[config.mk]
export PLATFORM = sky130hd
export DESIGN_NAME = regfile_write_arbiter_flat
export DESIGN_NICKNAME = d
export VERILOG_FILES = /design/src/rtl/regfile_write_arbiter_if.sv /design/src/rtl/regfile_write_arbiter.sv /design/src/flat_wrapper.sv
export SDC_FILE = /design/constraint.sdc
export NUM_CORES = 1
export LEC_CHECK = 0
export ABC_AREA = 1
export ABC_CLOCK_PERIOD_IN_PS = 3730
export BUFFER_PORTS_ARGS = -buffer_cell sky130_fd_sc_hd__buf_2
export CORE_MARGIN = 1
export CORE_UTILIZATION = 47
export DETAILED_ROUTE_END_ITERATION = 8
export GPL_TIMING_DRIVEN = 1
export PLACE_DENSITY = 0.81
export SLEW_MARGIN = 20
export SYNTH_ARGS = -nofsm -noshare
export SYNTH_HDL_FRONTEND = slang
export SYNTH_SLANG_ARGS = --single-unit
[constraint.sdc]
create_clock -name clk_i -period 3.73 [get_ports clk_i]
set_clock_uncertainty 0.2 [all_clocks]
set_input_delay 0.373 -clock clk_i [delete_from_list [all_inputs] [get_ports clk_i]]
set_output_delay 0.373 -clock clk_i [all_outputs]
set_load 0.02 [all_outputs]
[src/rtl/regfile_write_arbiter_if.sv]
`default_nettype none
// ============================================================================
//  Module   : regfile_write_arbiter_if
//  Purpose  : Bundles the writeback, MUL/DIV, decode-hazard and register-file
//             write signals seen by regfile_write_arbiter.
//  Ports    : none (signal container). Modports:
//               slave  - the arbiter: consumes requests, drives RF_*/status
//               master - the surrounding pipeline / testbench
//  Signals  : wb_write/wb_addr/wb_data        writeback request
//             md_valid/md_ready/md_addr/md_data MUL/DIV result handshake
//             md_issue/md_issue_addr           MUL/DIV issue from decode
//             rs1/rs2/rd, stall                decode hazard query
//             rf_write/rf_inaddress/rf_in      register-file write port
//             pending, err                     scoreboard and protocol flag
//  Revision : 1.0 - initial release
// ============================================================================
interface regfile_write_arbiter_if;

   logic        wb_write;
   logic [4:0]  wb_addr;
   logic [31:0] wb_data;

   logic        md_valid;
   logic        md_ready;
   logic [4:0]  md_addr;
   logic [31:0] md_data;

   logic        md_issue;
   logic [4:0]  md_issue_addr;

   logic [4:0]  rs1;
   logic [4:0]  rs2;
   logic [4:0]  rd;
   logic        stall;

   logic        rf_write;
   logic [4:0]  rf_inaddress;
   logic [31:0] rf_in;

   logic [31:0] pending;
   logic        err;

   modport slave (
      input  wb_write, wb_addr, wb_data,
      input  md_valid, md_addr, md_data,
      input  md_issue, md_issue_addr,
      input  rs1, rs2, rd,
      output md_ready, stall,
      output rf_write, rf_inaddress, rf_in,
      output pending, err
   );

   modport master (
      output wb_write, wb_addr, wb_data,
      output md_valid, md_addr, md_data,
      output md_issue, md_issue_addr,
      output rs1, rs2, rd,
      input  md_ready, stall,
      input  rf_write, rf_inaddress, rf_in,
      input  pending, err
   );

endinterface
`default_nettype wire

[src/rtl/regfile_write_arbiter.sv]
`default_nettype none
// ============================================================================
//  Module   : regfile_write_arbiter
//  Purpose  : Shares the single register-file write port between the
//             pipeline writeback stage and the MUL/DIV unit. MUL/DIV results
//             are buffered in a 2-entry FIFO; one registered write per cycle
//             is emitted. A per-register pending scoreboard tracks issued
//             MUL/DIV destinations so decode can stall on RAW/WAW hazards.
//  Ports    : clk_i   - clock, all state updates on the rising edge
//             rst_ni  - synchronous active-low reset
//             bus     - regfile_write_arbiter_if.slave (requests, RF write
//                       port, scoreboard, stall and error outputs)
//  Params   : DEPTH   - MUL/DIV FIFO entries, fixed at 2 (1-bit pointers)
//  Revision : 1.0 - initial release
// ============================================================================
module regfile_write_arbiter #(
   parameter int unsigned DEPTH = 2
) (
   input  logic                         clk_i,
   input  logic                         rst_ni,
   regfile_write_arbiter_if.slave       bus
);

   localparam int unsigned PTR_W = $clog2(DEPTH);
   localparam int unsigned CNT_W = $clog2(DEPTH + 1);
   localparam logic [CNT_W-1:0] DEPTH_C = CNT_W'(DEPTH);

   // Write-port source select, highest priority first.
   localparam logic [1:0] SEL_NONE = 2'd0;
   localparam logic [1:0] SEL_WB   = 2'd1;
   localparam logic [1:0] SEL_POP  = 2'd2;
   localparam logic [1:0] SEL_BYP  = 2'd3;

   // ------------------------------------------------------------------------
   // State
   // ------------------------------------------------------------------------
   logic [4:0]       fifo_addr_q [DEPTH];
   logic [31:0]      fifo_data_q [DEPTH];
   logic [PTR_W-1:0] rd_ptr_q, rd_ptr_d;
   logic [PTR_W-1:0] wr_ptr_q, wr_ptr_d;
   logic [CNT_W-1:0] count_q,  count_d;

   logic             rf_write_q,     rf_write_d;
   logic [4:0]       rf_inaddress_q, rf_inaddress_d;
   logic [31:0]      rf_in_q,        rf_in_d;

   logic [31:0]      pending_q, pending_d;
   logic             err_q,     err_d;

   // ------------------------------------------------------------------------
   // Handshake and source selection
   // ------------------------------------------------------------------------
   logic        md_ready;
   logic        md_accept;
   logic        fifo_empty;
   logic [1:0]  sel;
   logic [4:0]  sel_addr;
   logic [31:0] sel_data;
   logic        md_emit;
   logic        push;
   logic        pop;

   // Ready depends only on the registered count, never on this cycle's pop,
   // so it cannot form a combinational loop with the MUL/DIV unit.
   assign md_ready   = rst_ni & (count_q < DEPTH_C);
   assign md_accept  = bus.md_valid & md_ready;
   assign fifo_empty = (count_q == '0);

   always_comb begin
      sel = SEL_NONE;
      if (bus.wb_write) begin
         sel = SEL_WB;
      end else if (!fifo_empty) begin
         sel = SEL_POP;
      end else if (md_accept) begin
         sel = SEL_BYP;
      end
   end

   always_comb begin
      sel_addr = rf_inaddress_q;
      sel_data = rf_in_q;
      unique case (sel)
         SEL_WB: begin
            sel_addr = bus.wb_addr;
            sel_data = bus.wb_data;
         end
         SEL_POP: begin
            sel_addr = fifo_addr_q[rd_ptr_q];
            sel_data = fifo_data_q[rd_ptr_q];
         end
         SEL_BYP: begin
            sel_addr = bus.md_addr;
            sel_data = bus.md_data;
         end
         default: begin
            sel_addr = rf_inaddress_q;
            sel_data = rf_in_q;
         end
      endcase
   end

   assign md_emit = (sel == SEL_POP) | (sel == SEL_BYP);
   assign pop     = (sel == SEL_POP);
   // A bypassed result goes straight to the port and never occupies a slot.
   assign push    = md_accept & (sel != SEL_BYP);

   // ------------------------------------------------------------------------
   // FIFO bookkeeping (DEPTH is a power of two, so pointers wrap naturally)
   // ------------------------------------------------------------------------
   always_comb begin
      rd_ptr_d = pop  ? rd_ptr_q + 1'b1 : rd_ptr_q;
      wr_ptr_d = push ? wr_ptr_q + 1'b1 : wr_ptr_q;
      count_d  = count_q;
      unique case ({push, pop})
         2'b10:   count_d = count_q + 1'b1;
         2'b01:   count_d = count_q - 1'b1;
         default: count_d = count_q;
      endcase
   end

   // ------------------------------------------------------------------------
   // Register-file write port
   // ------------------------------------------------------------------------
   always_comb begin
      // x0 writes still move address/data but never assert the enable.
      rf_write_d     = (sel != SEL_NONE) & (sel_addr != 5'd0);
      rf_inaddress_d = sel_addr;
      rf_in_d        = sel_data;
   end

   // ------------------------------------------------------------------------
   // Pending scoreboard: set by issue, cleared by an emitted MD write; a
   // set and clear to the same register in one cycle leaves it set.
   // ------------------------------------------------------------------------
   for (genvar gi = 0; gi < 32; gi++) begin : g_pending
      if (gi == 0) begin : g_zero
         assign pending_d[gi] = 1'b0;
      end else begin : g_bit
         logic set_hit;
         logic clr_hit;
         assign set_hit = bus.md_issue & (bus.md_issue_addr == 5'(gi));
         assign clr_hit = md_emit & (sel_addr == 5'(gi));
         assign pending_d[gi] = set_hit | (pending_q[gi] & ~clr_hit);
      end
   end

   // ------------------------------------------------------------------------
   // Protocol-violation detection (sticky)
   // ------------------------------------------------------------------------
   logic err_wb;
   logic err_issue;
   logic err_md;

   assign err_wb    = bus.wb_write & pending_q[bus.wb_addr];
   assign err_issue = bus.md_issue & pending_q[bus.md_issue_addr];
   assign err_md    = md_emit & (sel_addr != 5'd0) & ~pending_q[sel_addr];
   assign err_d     = err_q | err_wb | err_issue | err_md;

   // ------------------------------------------------------------------------
   // Sequential state
   // ------------------------------------------------------------------------
   always_ff @(posedge clk_i) begin
      if (!rst_ni) begin
         rd_ptr_q       <= '0;
         wr_ptr_q       <= '0;
         count_q        <= '0;
         rf_write_q     <= 1'b0;
         rf_inaddress_q <= '0;
         rf_in_q        <= '0;
         pending_q      <= '0;
         err_q          <= 1'b0;
      end else begin
         rd_ptr_q       <= rd_ptr_d;
         wr_ptr_q       <= wr_ptr_d;
         count_q        <= count_d;
         rf_write_q     <= rf_write_d;
         rf_inaddress_q <= rf_inaddress_d;
         rf_in_q        <= rf_in_d;
         pending_q      <= pending_d;
         err_q          <= err_d;
      end
   end

   // Storage needs no reset: occupancy is governed by count/pointers.
   always_ff @(posedge clk_i) begin
      if (push) begin
         fifo_addr_q[wr_ptr_q] <= bus.md_addr;
         fifo_data_q[wr_ptr_q] <= bus.md_data;
      end
   end

   // ------------------------------------------------------------------------
   // Outputs
   // ------------------------------------------------------------------------
   assign bus.md_ready     = md_ready;
   assign bus.stall        = pending_q[bus.rs1] | pending_q[bus.rs2] | pending_q[bus.rd];
   assign bus.rf_write     = rf_write_q;
   assign bus.rf_inaddress = rf_inaddress_q;
   assign bus.rf_in        = rf_in_q;
   assign bus.pending      = pending_q;
   assign bus.err          = err_q;

endmodule
`default_nettype wire

[src/flat_wrapper.sv]
// flat-port wrapper written by rule: the top's interface ports become plain ports
module regfile_write_arbiter_flat 
#(
   parameter int unsigned DEPTH = 2
)
  (clk_i, rst_ni, bus_wb_write, bus_wb_addr, bus_wb_data, bus_md_valid, bus_md_addr, bus_md_data, bus_md_issue, bus_md_issue_addr, bus_rs1, bus_rs2, bus_rd, bus_md_ready, bus_stall, bus_rf_write, bus_rf_inaddress, bus_rf_in, bus_pending, bus_err);
  regfile_write_arbiter_if bus_i ();
  input  logic clk_i;
  input  logic rst_ni;
  input wire logic [$bits(bus_i.wb_write)-1:0] bus_wb_write;
  input wire logic [$bits(bus_i.wb_addr)-1:0] bus_wb_addr;
  input wire logic [$bits(bus_i.wb_data)-1:0] bus_wb_data;
  input wire logic [$bits(bus_i.md_valid)-1:0] bus_md_valid;
  input wire logic [$bits(bus_i.md_addr)-1:0] bus_md_addr;
  input wire logic [$bits(bus_i.md_data)-1:0] bus_md_data;
  input wire logic [$bits(bus_i.md_issue)-1:0] bus_md_issue;
  input wire logic [$bits(bus_i.md_issue_addr)-1:0] bus_md_issue_addr;
  input wire logic [$bits(bus_i.rs1)-1:0] bus_rs1;
  input wire logic [$bits(bus_i.rs2)-1:0] bus_rs2;
  input wire logic [$bits(bus_i.rd)-1:0] bus_rd;
  output wire logic [$bits(bus_i.md_ready)-1:0] bus_md_ready;
  output wire logic [$bits(bus_i.stall)-1:0] bus_stall;
  output wire logic [$bits(bus_i.rf_write)-1:0] bus_rf_write;
  output wire logic [$bits(bus_i.rf_inaddress)-1:0] bus_rf_inaddress;
  output wire logic [$bits(bus_i.rf_in)-1:0] bus_rf_in;
  output wire logic [$bits(bus_i.pending)-1:0] bus_pending;
  output wire logic [$bits(bus_i.err)-1:0] bus_err;
  assign bus_i.wb_write = bus_wb_write;
  assign bus_i.wb_addr = bus_wb_addr;
  assign bus_i.wb_data = bus_wb_data;
  assign bus_i.md_valid = bus_md_valid;
  assign bus_i.md_addr = bus_md_addr;
  assign bus_i.md_data = bus_md_data;
  assign bus_i.md_issue = bus_md_issue;
  assign bus_i.md_issue_addr = bus_md_issue_addr;
  assign bus_i.rs1 = bus_rs1;
  assign bus_i.rs2 = bus_rs2;
  assign bus_i.rd = bus_rd;
  assign bus_md_ready = bus_i.md_ready;
  assign bus_stall = bus_i.stall;
  assign bus_rf_write = bus_i.rf_write;
  assign bus_rf_inaddress = bus_i.rf_inaddress;
  assign bus_rf_in = bus_i.rf_in;
  assign bus_pending = bus_i.pending;
  assign bus_err = bus_i.err;
  regfile_write_arbiter #(.DEPTH(DEPTH)) u_core (.clk_i(clk_i), .rst_ni(rst_ni), .bus(bus_i));
endmodule
# Word-level counts from Yosys, hierarchy flattened
# Memories as Yosys holds them, arrays and structs flattened. A register that Yosys moved wholly into a read port is not among the register bits.
# Index checks and enable logic that the tools add are counted.
# W data, S select, Z words.
# totals
register_bits	75
latch_bits	0
ramBits	74
romBits	0
inputBits	99
output_inout_bits	73
memories	2
# mem_list
memory	words	width	read_ports	rd_ports_with_merged_regs	wr	line_no	text
u_core.fifo_data_q	2	32	1	1	1	regfile_write_arbiter.sv:38	logic [31:0] fifo_data_q [DEPTH];
u_core.fifo_addr_q	2	5	1	1	1	regfile_write_arbiter.sv:37	logic [4:0] fifo_addr_q [DEPTH];
# classes
addsub	4
multipliers	0
n_div	0
order_cmp	7
eq_ne	68
shift	0
mux	24
n_bitwise	170
reduce_logical	5
# ops
cell	count
$eq A5 B5 Y1 const B	32
$and A1 B1 Y1	101
$pmux W32 S3	1
$eq A5 B4 Y1 const B	16
$eq A5 B3 Y1 const B	8
$or A1 B1 Y1	37
$lt A5 B6 Y1 const B	6
$not A1 Y1	32
$bmux W1 S5	6
$eq A5 B2 Y1 const B	4
$pmux W5 S3	1
$mux W1	12
$eq A5 B1 Y1 const B	2
$eq A2 B2 Y1 const B	3
$mux W2	3
$reduce_bool A5 Y1	1
$eq A2 B1 Y1 const B	2
$pmux W2 S2	1
$reduce_bool A2 Y1	2
$reduce_bool A3 Y1	1
$add A1 B1 Y1 const B	2
$add A2 B1 Y2 const B	1
$logic_not A2 Y1	1
$lt A2 B2 Y1 const B	1
other kinds (2)	2

# Logic depth before layout (Yosys ltp)
# Gate-level depths: netlist of run 1.
# depth
word_depth	13
mapped_depth	19
depth_no_buf	18

# Worst setup path after synthesis of run 1
# OpenSTA, ideal clock, no wires.
# synth_timing
path_kind	input port to flip-flop
startpoint	input port rst_ni
endpoint	memory u_core.fifo_addr_q[1][0], enable pin
setup_time_ns	0.433
arrival_ns	2.792
t_required_ns	3.097
setup_slack_ns	0.305
cell_stages	9
n_path_buf	2
path_cell_list	buf_4 > nand3_4 > nor2_4 > nand2_2 > inv_4 > clkbuf_1 > nor2_1 > inv_1 > nor2_1
# synth_via
elab_chain_cells	9
# synth_rtl
element	line_no	text
start: declaration	flat_wrapper.sv:9	input logic rst_ni;
$and A1 B1 Y1 *	regfile_write_arbiter.sv:65	assign md_ready = rst_ni & (count_q < DEPTH_C);
$and A1 B1 Y1 *	regfile_write_arbiter.sv:66	assign md_accept = bus.md_valid & md_ready;
$mux W2	regfile_write_arbiter.sv:75	end else if (md_accept) begin
$mux W2	regfile_write_arbiter.sv:73	end else if (!fifo_empty) begin
$mux W2	regfile_write_arbiter.sv:71	if (bus.wb_write) begin
$ne A2 B2 Y1	regfile_write_arbiter.sv:106	assign push = md_accept & (sel != SEL_BYP);
$and A1 B1 Y1 *	regfile_write_arbiter.sv:106	
$mux W1 *	regfile_write_arbiter.sv:187	if (push) begin
$mux W1 (implied by the code) *	regfile_write_arbiter.sv:188	fifo_addr_q[wr_ptr_q] <= bus.md_addr;
end: declaration	regfile_write_arbiter.sv:37	
# Every way passes the cells marked *; elsewhere a longest branch is shown, timed or not.

==> results.sh, run 1 <==
export IMPL_route_antenna_remaining_nets=0
export IMPL_yosys_warnings=0
export IMPL_avgSynthCellArea_sq_um=7.69
export IMPL_synth_top_family_by_area="compound AO/OA/AOI/OAI gates"
export IMPL_busiest_layer="met2"
export IMPL_place_ws_ns=0.699
export IMPL_p_per_area_nw_per_um2=516
export IMPL_antenna_found_initial=0
export IMPL_synth_nets=1131
export IMPL_clock_fmax_mhz=358
export IMPL_grt_pass1_vias=7608
export IMPL_synth_ff_type="dfxtp_1"
export IMPL_place_congestion=0.977
export IMPL_grt_overflow=0
export IMPL_dp_hpwl_mm=17.5
export IMPL_worst_slack_ns=0.939
export IMPL_timing_critical_path_mode_cell="nand2_1"
export IMPL_hold_viol=0
export IMPL_die_y_um=132
export IMPL_use_met1_pct=40.5
export IMPL_worstSetupPathType="flop to flop"
export IMPL_synth_edf_count=74
export IMPL_cts_root_buf="clkbuf_16"
export IMPL_crit_family="simple AND/OR/NAND/NOR gates"
export IMPL_start_util_pct=48.0
export IMPL_tritoncts_num_buffers=17
export IMPL_drt_total_wl_mm=26.8
export IMPL_num_vias=8412
export IMPL_clk_pin_slew_ns=0.06
export IMPL_final_cell_mix="nand2_1 (291), buf_2 (170), o21ai_0 (136)"
export IMPL_ios=172
export IMPL_drc=0
export IMPL_synthMuxAreaShare_pct=0
export IMPL_grt_max_degree=55
export IMPL_async_reset_ff_share_pct=0
export IMPL_crit_arrival_ns=2.88
export IMPL_synth_cells=1031
export IMPL_io_buffer_count=170
export IMPL_clock_path_buffers=2
export IMPL_dieWidth_um=132
export IMPL_worst_slew_pin_slew_ns=0.554
export IMPL_grt_use_total_pct=30.5
export IMPL_seq_area_frac_synth_pct=47.0
export IMPL_coreArea_sq_um=16500
export IMPL_slew_viol_final=0
export IMPL_rsz0062_at_grt="no"
export IMPL_antenna_cells=0
export IMPL_setup_worst_path_end_class="flop"
export IMPL_maxCapViolations=0
export IMPL_worstPathMaxFanout=29
export IMPL_setup_viol=0
export IMPL_period_needed_ns=2.79
export IMPL_synth_compound_area_share_pct=24.0
export IMPL_peakVddDrop_v=0.000321
export IMPL_max_stage_delay_ns=0.53
export IMPL_crit_buf_inv=1
export IMPL_ys_ff_latch=149
export IMPL_drt_initial_drc_count=1121
export IMPL_layout_cells_most_common="nand2_1"
export IMPL_ys_types=47
export IMPL_slew_headroom_pct=63.0
export IMPL_clkSinkCount=149
export IMPL_clock_latency_ns=0.42
export IMPL_post_route_period_util_pct=74.8
export IMPL_gr_usage_met2_pct=46.8
export IMPL_cts_tree="built"
export IMPL_die_area_sq_um=17400
export IMPL_synthSimpleGateAreaFrac_pct=21.4
export IMPL_cts_setup_buffers=0
export IMPL_use_met3_pct=7.38
export IMPL_netlist_area_sq_um=7930
export IMPL_fillCellCount=1448
export IMPL_cts_htree_levels=4
export IMPL_stdcell_area_sq_um=9880
export IMPL_wire_per_inst_um=18.6
export IMPL_drive_gt1_share_pct=20.5
export IMPL_setup_tns_ns=0
export IMPL_hold_class="input port to flop"
export IMPL_drtPass1Iterations=6
export IMPL_p_leak_nw=4.10
export IMPL_area_growth_pct=24.6
export IMPL_crit_path_start_kind="flop"
export IMPL_grt_pass1_wl_mm=41.1
export IMPL_nets=1309
export IMPL_critPathSlowestCell="dfxtp_1"
export IMPL_avgViaCountPerCell=5.83
export IMPL_row_count=47
export IMPL_status="complete, no violations"
export IMPL_placed_area_sq_um=8890
export IMPL_synth_xor_area_share_pct=0.221
export IMPL_worstPathRequired_ns=3.82
export IMPL_critical_path_cell_chain="buf_4 -> nand2_1 -> nand2_1 -> a21boi_0 -> nand2_1 -> nand2_1 -> nor2_1 -> nand2_1 -> o21ai_0 -> a21oi_1"
export IMPL_synthAdderAreaFrac_pct=0.158
-- cell usage after synthesis, types with 5 or more instances --
cell	count	area, sq um
a211oi_1	6	45.0
inv_1	69	259
edfxtp_1	74	2220
nand3_1	36	180
o21ai_0	136	681
nand2_1	291	1090
a41oi_1	12	105
o221ai_1	9	78.8
a221oi_1	9	78.8
nor2_1	49	184
dfxtp_1	75	1500
a21oi_1	122	611
clkbuf_1	43	161
buf_2	6	30.0
o22ai_1	13	81.3
a31oi_1	5	31.3
nand2_2	6	37.5
a221o_1	5	50.1
inv_2	9	33.8
-- sequential cells by signal, summed over array words and instances (netlist names), named ones only --
name,count
u_core.count_q,2
u_core.bus.err,1
u_core.bus.pending,31
u_core.bus.rf_inaddress,5
u_core.fifo_data_q,64
u_core.wr_ptr_q,1
u_core.rd_ptr_q,1
u_core.bus.rf_in,32
u_core.bus.rf_write,1
u_core.fifo_addr_q,10
-- report_power, final --
part	leakage, nW	internal (mW)	switching, mW
clock	0.304	1.10	0.705
combinational	2.50	0.402	0.910
sequential	1.29	1.88	0.102
total	4.10	3.38	1.72
-- per-stage QoR --
stage / util (%) / power [mW] / cells / hold slack, ns
CTS: 59.8 / 5.06 / 1442 / 0.0267
global placement: 53.8 / 3.23 / 1373 / 0.237
floorplan: - / 2.87 / 1031 / 0.226
global route: 59.8 / 5.29 / 1442 / 0.0437
detailed placement: 53.8 / 3.25 / 1373 / 0.259
finish: 59.8 / 5.10 / 1442 / 0.0398
-- routing by layer --
layer,wire [um],vias up
met3,2980,104
met5,0,-
li1,-,3917
met1,10600,3813
met4,1100,0
met2,12100,578
-- final cells by class --
| type | instances | area (sq um) | share of cell area [%] |
|---|---|---|---|
| Sequential cell | 149 | 3720 | 37.7 |
| Timing Repair Buffer | 218 | 1300 | 13.2 |
| Inverter | 81 | 307 | 3.10 |
| Tap cell | 220 | 275 | 2.79 |
| Multi-Input combinational cell | 742 | 3650 | 36.9 |
| Clock buffer | 20 | 457 | 4.62 |
| Clock inverter | 12 | 166 | 1.68 |
-- what timing repair did --
action                                  CTS  global route
endpoints found under the setup margin    0             0
hold buffers                             37             0
resized for setup                         0             0
endpoints found under the hold margin    74             0
-- kinds of logic after synthesis --
group / Yosys count
DFF: 149
other: 1
adders and majority gates: 1
and+or+nand+nor: 403
xor gates and xnor gates: 2
buffers and inverters: 140
AOI/OAI and AO/OA: 335
-- worst paths after layout --
path	slack, ns	end	from	cells after the start
worst max-delay path	0.94	u_core.bus.pending[18]	flop	10
worst min-delay path	0.04	u_core.bus.rf_in[10]	bus_wb_data[10]	3
worst max register to register	0.94	u_core.bus.pending[18]	flop	10
worst min register to register	0.27	flop	u_core.rd_ptr_q	1
-- tightest hold or removal path, stage by stage --
cell	delay [ns]
buf_2	0.10
o22ai_1	0.07
nor2_1	0.08
(Power assumes the default switching activity.)
==> run 2, diff against run 1 <==
--- a/config.mk
+++ b/config.mk
@@ -6,7 +6,7 @@
 export NUM_CORES = 1
 export LEC_CHECK = 0
 export ABC_AREA = 1
-export ABC_CLOCK_PERIOD_IN_PS = 3730
+export ABC_CLOCK_PERIOD_IN_PS = 2700
 export BUFFER_PORTS_ARGS = -buffer_cell sky130_fd_sc_hd__buf_2
 export CORE_MARGIN = 1
 export CORE_UTILIZATION = 47
==> constraint.sdc (replaced) <==
create_clock -name clk_i -period 2.7 [get_ports clk_i]
set_clock_uncertainty 0.2 [all_clocks]
set_input_delay 0.27 -clock clk_i [delete_from_list [all_inputs] [get_ports clk_i]]
set_output_delay 0.27 -clock clk_i [all_outputs]
set_load 0.02 [all_outputs]
==> results.sh, run 2 (same netlist as run 1, synthesis figures left out) <==
export IMPL_status="complete, no violations"
export IMPL_reg2regPathDepth=16
export IMPL_fin_hold_ws_ns=0.0125
export IMPL_nets=1354
export IMPL_fin_util_pct=62.3
export IMPL_r2r_start="u_core.count_q[0]"
export IMPL_fillCellCount=1323
export IMPL_setup_worst_path_end_class="output pin"
export IMPL_num_vias=8821
export IMPL_tritoncts_num_buffers=17
export IMPL_worstReg2RegEnd="u_core.bus.err"
export IMPL_post_route_period_util_pct=95.5
export IMPL_row_count=47
export IMPL_regMostFlops="u_core.fifo_data_q"
export IMPL_grt_overflow=0
export IMPL_clk_pin_slew_ns=0.06
export IMPL_drive_gt1_share_pct=21.5
export IMPL_dieWidth_um=132
export IMPL_worstHoldPathCells=3
export IMPL_route_antenna_remaining_nets=0
export IMPL_grt_pass1_vias=8364
export IMPL_drt_initial_drc_count=1311
export IMPL_die_area_sq_um=17400
export IMPL_grt_pass1_wl_mm=45.0
export IMPL_ios=172
export IMPL_power_mw=7.14
export IMPL_avgViaCountPerCell=5.93
export IMPL_clkSinkCount=149
export IMPL_drtPass1Iterations=6
export IMPL_worst_slack_ns=0.123
export IMPL_antenna_cells=0
export IMPL_place_congestion=0.997
export IMPL_area_growth_pct=29.9
export IMPL_holdPathEnd="u_core.bus.rf_in[13]"
export IMPL_io_buffer_count=170
export IMPL_final_instance_count_excl_fill=1487
export IMPL_slew_viol_final=0
export IMPL_worstSetupPathType="flop to output pin"
export IMPL_drc=0
export IMPL_worst_slew_pin_slew_ns=0.570
export IMPL_clock_fmax_mhz=388
export IMPL_setup_tns_ns=0
export IMPL_period_needed_ns=2.58
export IMPL_grt_max_degree=39
export IMPL_placed_cells=1392
export IMPL_clock_path_buffers=2
export IMPL_hold_class="input port to flop"
export IMPL_crit_path_start_kind="flop"
export IMPL_coreArea_sq_um=16500
export IMPL_hold_viol=0
export IMPL_worstPathRequired_ns=2.23
export IMPL_p_per_area_nw_per_um2=693
export IMPL_crit_arrival_ns=2.11
export IMPL_dp_hpwl_mm=18.3
export IMPL_largest_reg_flops=64
export IMPL_stdcell_area_sq_um=10300
export IMPL_rsz0062_at_grt="no"
export IMPL_slew_headroom_pct=61.9
export IMPL_cts_root_buf="clkbuf_16"
export IMPL_layout_cells_most_common="nand2_1"
export IMPL_place_ws_ns=0.238
export IMPL_p_leak_nw=4.31
export IMPL_final_cell_mix="nand2_1 (289), buf_2 (170), o21ai_0 (136)"
export IMPL_maxCapViolations=0
export IMPL_regToRegSetupSlack_ns=0.21
export IMPL_placed_area_sq_um=9050
export IMPL_hp_start="bus_wb_data[13]"
export IMPL_setup_viol=0
export IMPL_peakVddDrop_v=0.000558
export IMPL_clock_latency_ns=0.43
export IMPL_cts_tree="built"
export IMPL_start_util_pct=48.0
export IMPL_wire_per_inst_um=19.6
export IMPL_cts_htree_levels=4
export IMPL_worstPathMaxFanout=6
export IMPL_drt_total_wl_mm=29.2
export IMPL_die_y_um=132
export IMPL_antenna_found_initial=0
export IMPL_grt_use_total_pct=33.4
==> run 2: layer usage <==
metal  up-vias  wire length, um  global-route usage, %
met4         0             1650                   21.3
met3       136             3460                   6.96
met2       669            13200                   50.8
li1       4003                -                      -
met1      4013            10800                   43.4
met5         -                0                      0
==> run 2: final cells by class <==
type	instances	area [sq um]	area share [%]
flip-flops and latches	149	3720	36.2
well taps	220	275	2.67
clock buffers	17	425	4.13
multi-input cells	742	3650	35.5
inverters	81	307	2.98
repair buffers	263	1730	16.8
clock inverters	15	181	1.76
==> run 2: where the power goes <==
| part | switching, mW | total (mW) | internal (mW) |
|---|---|---|---|
| Sequential | 0.133 | 2.72 | 2.59 |
| Clock | 1.05 | 2.45 | 1.41 |
| Combinational | 1.34 | 1.96 | 0.619 |
==> run 2: critical path, stage by stage (launching register included) <==
cell      delay (ns)
dfxtp_1         0.51
inv_1           0.17
nand2_1         0.09
a221oi_1        0.08
o311ai_0        0.42
o21ai_0         0.17
nand3_1         0.09
buf_2           0.16
==> run 2: worst max path at each step <==
stage | start | endpoint | slack [ns] | cells after the start
2_1_floorplan | u_core.count_q[1] | u_core.fifo_addr_q[1][0] | -0.07 | 9
3_3_place_gp | u_core.count_q[1] | u_core.bus.pending[2] | 0.28 | 13
3_5_place_dp | u_core.count_q[1] | u_core.bus.pending[7] | 0.24 | 13
4_1_cts | u_core.bus.pending[6] | bus_stall | 0.15 | 9
5_1_grt | u_core.bus.pending[6] | bus_stall | 0.03 | 9
6_report | u_core.bus.pending[27] | bus_stall | 0.12 | 7
==> run 2: repair_timing <==
item / 4_1_cts / 5_1_grt
hold endpoints to repair: 100 / 0
buffers inserted: 0 / 0
endpoints found under the setup margin: 0 / 16
gates resized for setup: 0 / 3
hold buffers: 63 / 0
